==> src/rtl/switch_debounce_4.sv <==
// Four-channel switch conditioner: two-flop synchronizer plus an independent
// debounce counter per bit, with a registered change strobe and change mask.
module switch_debounce_4 #(
    parameter int DB_CYCLES = 16
) (
    input  logic       clk,
    input  logic       rst_n,
    input  logic [3:0] sw_in,
    output logic [3:0] sw_out,
    output logic       changed,
    output logic [3:0] chg_mask
);

    localparam int CNT_W = $clog2(DB_CYCLES);
    localparam logic [CNT_W-1:0] CNT_LAST = CNT_W'(DB_CYCLES - 1);

    logic [3:0] s1_reg;
    logic [3:0] s2_reg;
    logic [3:0] flip_next;

    genvar gi;
    generate
        for (gi = 0; gi < 4; gi++) begin : bit_g
            logic [CNT_W-1:0] cnt_reg;
            logic             differ;

            assign differ        = s2_reg[gi] ^ sw_out[gi];
            // The output follows only after DB_CYCLES consecutive disagreeing edges.
            assign flip_next[gi] = differ && (cnt_reg == CNT_LAST);

            always_ff @(posedge clk or negedge rst_n) begin
                if (!rst_n) begin
                    cnt_reg <= '0;
                end else if (!differ || flip_next[gi]) begin
                    cnt_reg <= '0;
                end else begin
                    cnt_reg <= cnt_reg + CNT_W'(1);
                end
            end
        end
    endgenerate

    always_ff @(posedge clk or negedge rst_n) begin
        if (!rst_n) begin
            s1_reg   <= '0;
            s2_reg   <= '0;
            sw_out   <= '0;
            changed  <= 1'b0;
            chg_mask <= '0;
        end else begin
            s1_reg   <= sw_in;
            s2_reg   <= s1_reg;
            sw_out   <= sw_out ^ flip_next;
            changed  <= |flip_next;
            chg_mask <= flip_next;
        end
    end

endmodule

==> config.mk <==
export PLATFORM = sky130hd
export DESIGN_NAME = switch_debounce_4
export DESIGN_NICKNAME = d
export VERILOG_FILES = /design/src/rtl/switch_debounce_4.sv
export SDC_FILE = /design/constraint.sdc
export NUM_CORES = 1
export LEC_CHECK = 0
export ABC_AREA = 1
export CORE_MARGIN = 2
export CORE_UTILIZATION = 50
export CTS_CLUSTER_DIAMETER = 40
export DETAILED_ROUTE_END_ITERATION = 8
export GPL_ROUTABILITY_DRIVEN = 0
export GPL_TIMING_DRIVEN = 0
export PLACE_DENSITY = 0.78
export SLEW_MARGIN = 20
export SYNTH_ARGS = -nofsm -noshare
export SYNTH_HDL_FRONTEND = slang
export SYNTH_SLANG_ARGS = --single-unit
==> constraint.sdc <==
create_clock -name clk -period 1.5 [get_ports clk]
set_clock_uncertainty 0.15 [all_clocks]
set_input_delay 0.15 -clock clk [delete_from_list [all_inputs] [get_ports clk]]
set_output_delay 0.15 -clock clk [all_outputs]
set_load 0.03 [all_outputs]
==> results summary <==
The post-CTS repair timing setup buffer count came out at 0. STA puts the critical path data required time at roughly 1.2 ns. The post-DP HPWL is roughly 1300 um. The maximum achievable frequency came out at around 710 MHz. The number of optimization iterations in the first detailed-route pass is 4.

The final routed wirelength across all metal layers is around 1900 um. Once detail routing completed, the nets flagged for antenna violations numbered 0. The number of buffers between clock root and the deepest sink is 2. The worst pin sits at a relative slew slack of 0.532. The sequential cell area fraction in the yosys report is 0.616. The via density per instance is between 4 and 5.

The initial antenna violation count is 0. The leakage power figure came out at between 0.8 and 0.9 nW. The design area came out at around 1600 um^2. The die span in x is about 56 um.

The height of the chip is about 56 um. The instance count after placement with tap cells included is between 150 and 200. The slowest stage of the critical path is the sky130_fd_sc_hd__dlygate4sd2_1 cell. The post-synth net total is 144.

The cell sitting at the root of the clock tree is a sky130_fd_sc_hd__clkbuf_4. The clock-pin slew reported for the worst setup and hold paths after clock tree synthesis is roughly 0.090 ns. The relative contribution of combinational cells to total power is 0.061. The filler cell count in the final layout is between 200 and 250. The number of clock buffers inserted by TritonCTS is 5. In the post-route analysis, the smallest setup slack over all paths is around 0.084 ns. Of the total power, registers draw 0.619. In this run the cell area measured after placement is around 1500 um^2. The transition at the pin with the smallest max-transition slack is between 0.7 and 0.8 ns. The net switching share of the total power came out at 0.227. The total of max-cap violations came out at 0. The placeable core region came out at roughly 2500 um^2. The count of buffers added on input and output ports is 14. The final cell count without fillers came out at about 190.

For this block, the via count after detailed routing is roughly 860. Setup repair after global routing left no endpoint under its margin. The overall fraction of global-route tracks in use is 0.151. STA classifies the critical path endpoint as an output pin.

Entering global routing, the biggest net connects 34 pins. Dividing total power by cell area gives a power density of between 900 and 1000 nW/um^2. The cell area after synthesis is 1340 um^2. Final hold analysis gives a worst-case slack of around 0.11 ns. Among cell families on the critical path, the largest total delay comes from buffers and inverters.

The run finished with clean final reports. The worst setup path is launched from a flop. The placement-stage worst setup slack came out at about 0.17 ns. The arrival time of the worst setup path came out at approximately 1.1 ns.

The Yosys step of the flow raised 0 warnings. The worst voltage drop across the vdd grid came out at a little under 800 uV. The number of nets in the layout came out at approximately 170.

The synthesized area per cell is between 10 and 15 um^2. The layout overhead on the synthesized area came out at 16.9%. The wire length of the first global-routing pass came out at 3510 um. The number of rows in the core area is 18. The final count of hold timing violations came out at 0.

The critical path goes through dlygate4sd2_1. Dividing the final minimum period by the clock period gives 0.944. The number of DRC markers after the initial detailed-route iteration is 18. The synthesis-stage register bit count is 33. The largest stage delay on the critical path came out at around 0.41 ns. Of the total power, the clock network draws 0.319. The critical path is of the reg2out type. The number of buffer and inverter stages on the critical path came out at 1. The final max-slew violation count is 0. The routed wire length per instance is 10.0 um. The summed negative setup slack over all endpoints came out at 0 ns. The total inserted antenna cells is 0. The proportion of layout cells with a drive suffix above 1 came out at 0.141. The maximum fanout along the worst path is 3.

The count of mapped cells out of synthesis came out at about 130. The starting utilization of the core area came out at 0.536. For this run the aggregate overflow at the end of global routing stands at 0. The count of H-tree levels built during CTS came out at 2.

The worst hold path belongs to the class in2reg. The number of DRC violations after detailed routing came out at 0. The count of cell types in the netlist came out at 12. The shortest period the worst path allows came out at 1.42 ns. The total setup violations reported at the end of the flow came out at 0. TritonCTS built the clock tree. The net switching power of the design came out at 347 uW. During I/O placement, the number of pins put on the boundary was 15. The internal power came out at 1.18 mW. The number of global-route vias before repair came to approximately 870. The later pin in the worst-skew pair is clocked with a latency of 0.32 ns.

The floorplan step defined a die boundary enclosing about 3100 um^2. The clock net sink count is 33.
[synth_stat cells]
cell type	number	share of area
sky130_fd_sc_hd__nor2_4	4	0.034
sky130_fd_sc_hd__ha_1	4	0.037
sky130_fd_sc_hd__nand2_1	23	0.064
sky130_fd_sc_hd__xor2_1	4	0.026
sky130_fd_sc_hd__inv_1	30	0.084
sky130_fd_sc_hd__nor3_1	1	0.0037
sky130_fd_sc_hd__o21ai_0	4	0.015
sky130_fd_sc_hd__nand2_2	8	0.037
sky130_fd_sc_hd__nor3_2	3	0.022
sky130_fd_sc_hd__dfrtp_1	33	0.62
sky130_fd_sc_hd__nor2_1	16	0.045
sky130_fd_sc_hd__nand3_1	4	0.015
[path summary, 6_finish.rpt]
| check | slack [ns] | startpoint | cells after the start | to |
|---|---|---|---|---|
| max in group asynchronous | 0.49 | rst_n | 2 | bit_g[1].cnt_reg[1] |
| min in group asynchronous | 0.25 | rst_n | 2 | s2_reg[3] |
| min reg2reg | 0.21 | s1_reg[1] | 0 | s2_reg[1] |
| max | 0.08 | flop | 1 | sw_out[2] |
| max reg2reg | 0.21 | bit_g[0].cnt_reg[0] | 6 | bit_g[0].cnt_reg[2] |
| min | 0.11 | sw_in[2] | 1 | s1_reg[2] |
[power groups by stage]
| stage | logic (mW) | clock network, mW | registers, mW |
|---|---|---|---|
| 5_1_grt | 0.113 | 0.551 | 0.954 |
| 2_1_floorplan | 0.0555 | 0 | 0.962 |
| 4_1_cts | 0.0972 | 0.513 | 0.950 |
| 6_report | 0.0941 | 0.489 | 0.949 |
| 3_5_place_dp | 0.0948 | 0 | 0.967 |
| 3_3_place_gp | 0.0897 | 0 | 0.964 |
[placed cells by master (no fill, tap or decap), types with 3 or more instances in the layout]
master and n:
sky130_fd_sc_hd__nor2_1 16, sky130_fd_sc_hd__nand3_1 4, sky130_fd_sc_hd__o21ai_0 4, sky130_fd_sc_hd__ha_1 4, sky130_fd_sc_hd__inv_1 30, sky130_fd_sc_hd__nand2_1 23
sky130_fd_sc_hd__xor2_1 4, sky130_fd_sc_hd__nor2_4 4, sky130_fd_sc_hd__dlygate4sd2_1 9, sky130_fd_sc_hd__clkdlybuf4s50_1 4, sky130_fd_sc_hd__nand2_2 8, sky130_fd_sc_hd__nor3_2 3
sky130_fd_sc_hd__clkbuf_4 5, sky130_fd_sc_hd__dfrtp_1 33
[routing by layer]
layer	track usage	part of all wire	vias to the layer above	wire length (um)
met5	0	0	-	0
met4	0.0836	0.016	0	29
met3	0.0721	0.054	5	101
met2	0.241	0.47	20	869
met1	0.166	0.46	398	864
li1	-	-	434	-
[kinds of logic (layout without fill, tap and decap cells)]
| logic type | after synthesis | in the layout | share of synthesized area |
|---|---|---|---|
| flip-flops | 33 | 33 | 0.616 |
| AND/OR/NAND/NOR | 59 | 59 | 0.221 |
| buffers and inverters | 30 | 52 | 0.0840 |
| adder cells (fa/ha/maj) | 4 | 4 | 0.0373 |
| AO/OA/AOI/OAI | 4 | 4 | 0.0149 |
| XOR/XNOR | 4 | 4 | 0.0261 |
[final cells by class]
cell class / count / area [um^2] / share of cell area
sequential: 33 / 826 / 0.527
clock buffer: 7 / 55.1 / 0.0351
timing repair buffer: 15 / 134 / 0.0855
tap: 30 / 37.5 / 0.0240
multi-input combinational: 71 / 402 / 0.256
inverter: 30 / 113 / 0.0719
[what timing repair did]
item | in CTS | in global routing
hold endpoints to repair | 33 | 0
setup endpoints to repair | 9 | 0
resized for setup | 9 | 0
hold buffers | 1 | 0
[metrics by stage]
stage	utilization	power, mW
final	0.627	1.53
after global routing	0.627	1.62
after CTS	0.627	1.56
after detailed placement	0.605	1.06
after global placement	0.607	1.05
after floorplan	-	1.02
(Power assumes the default switching activity.)
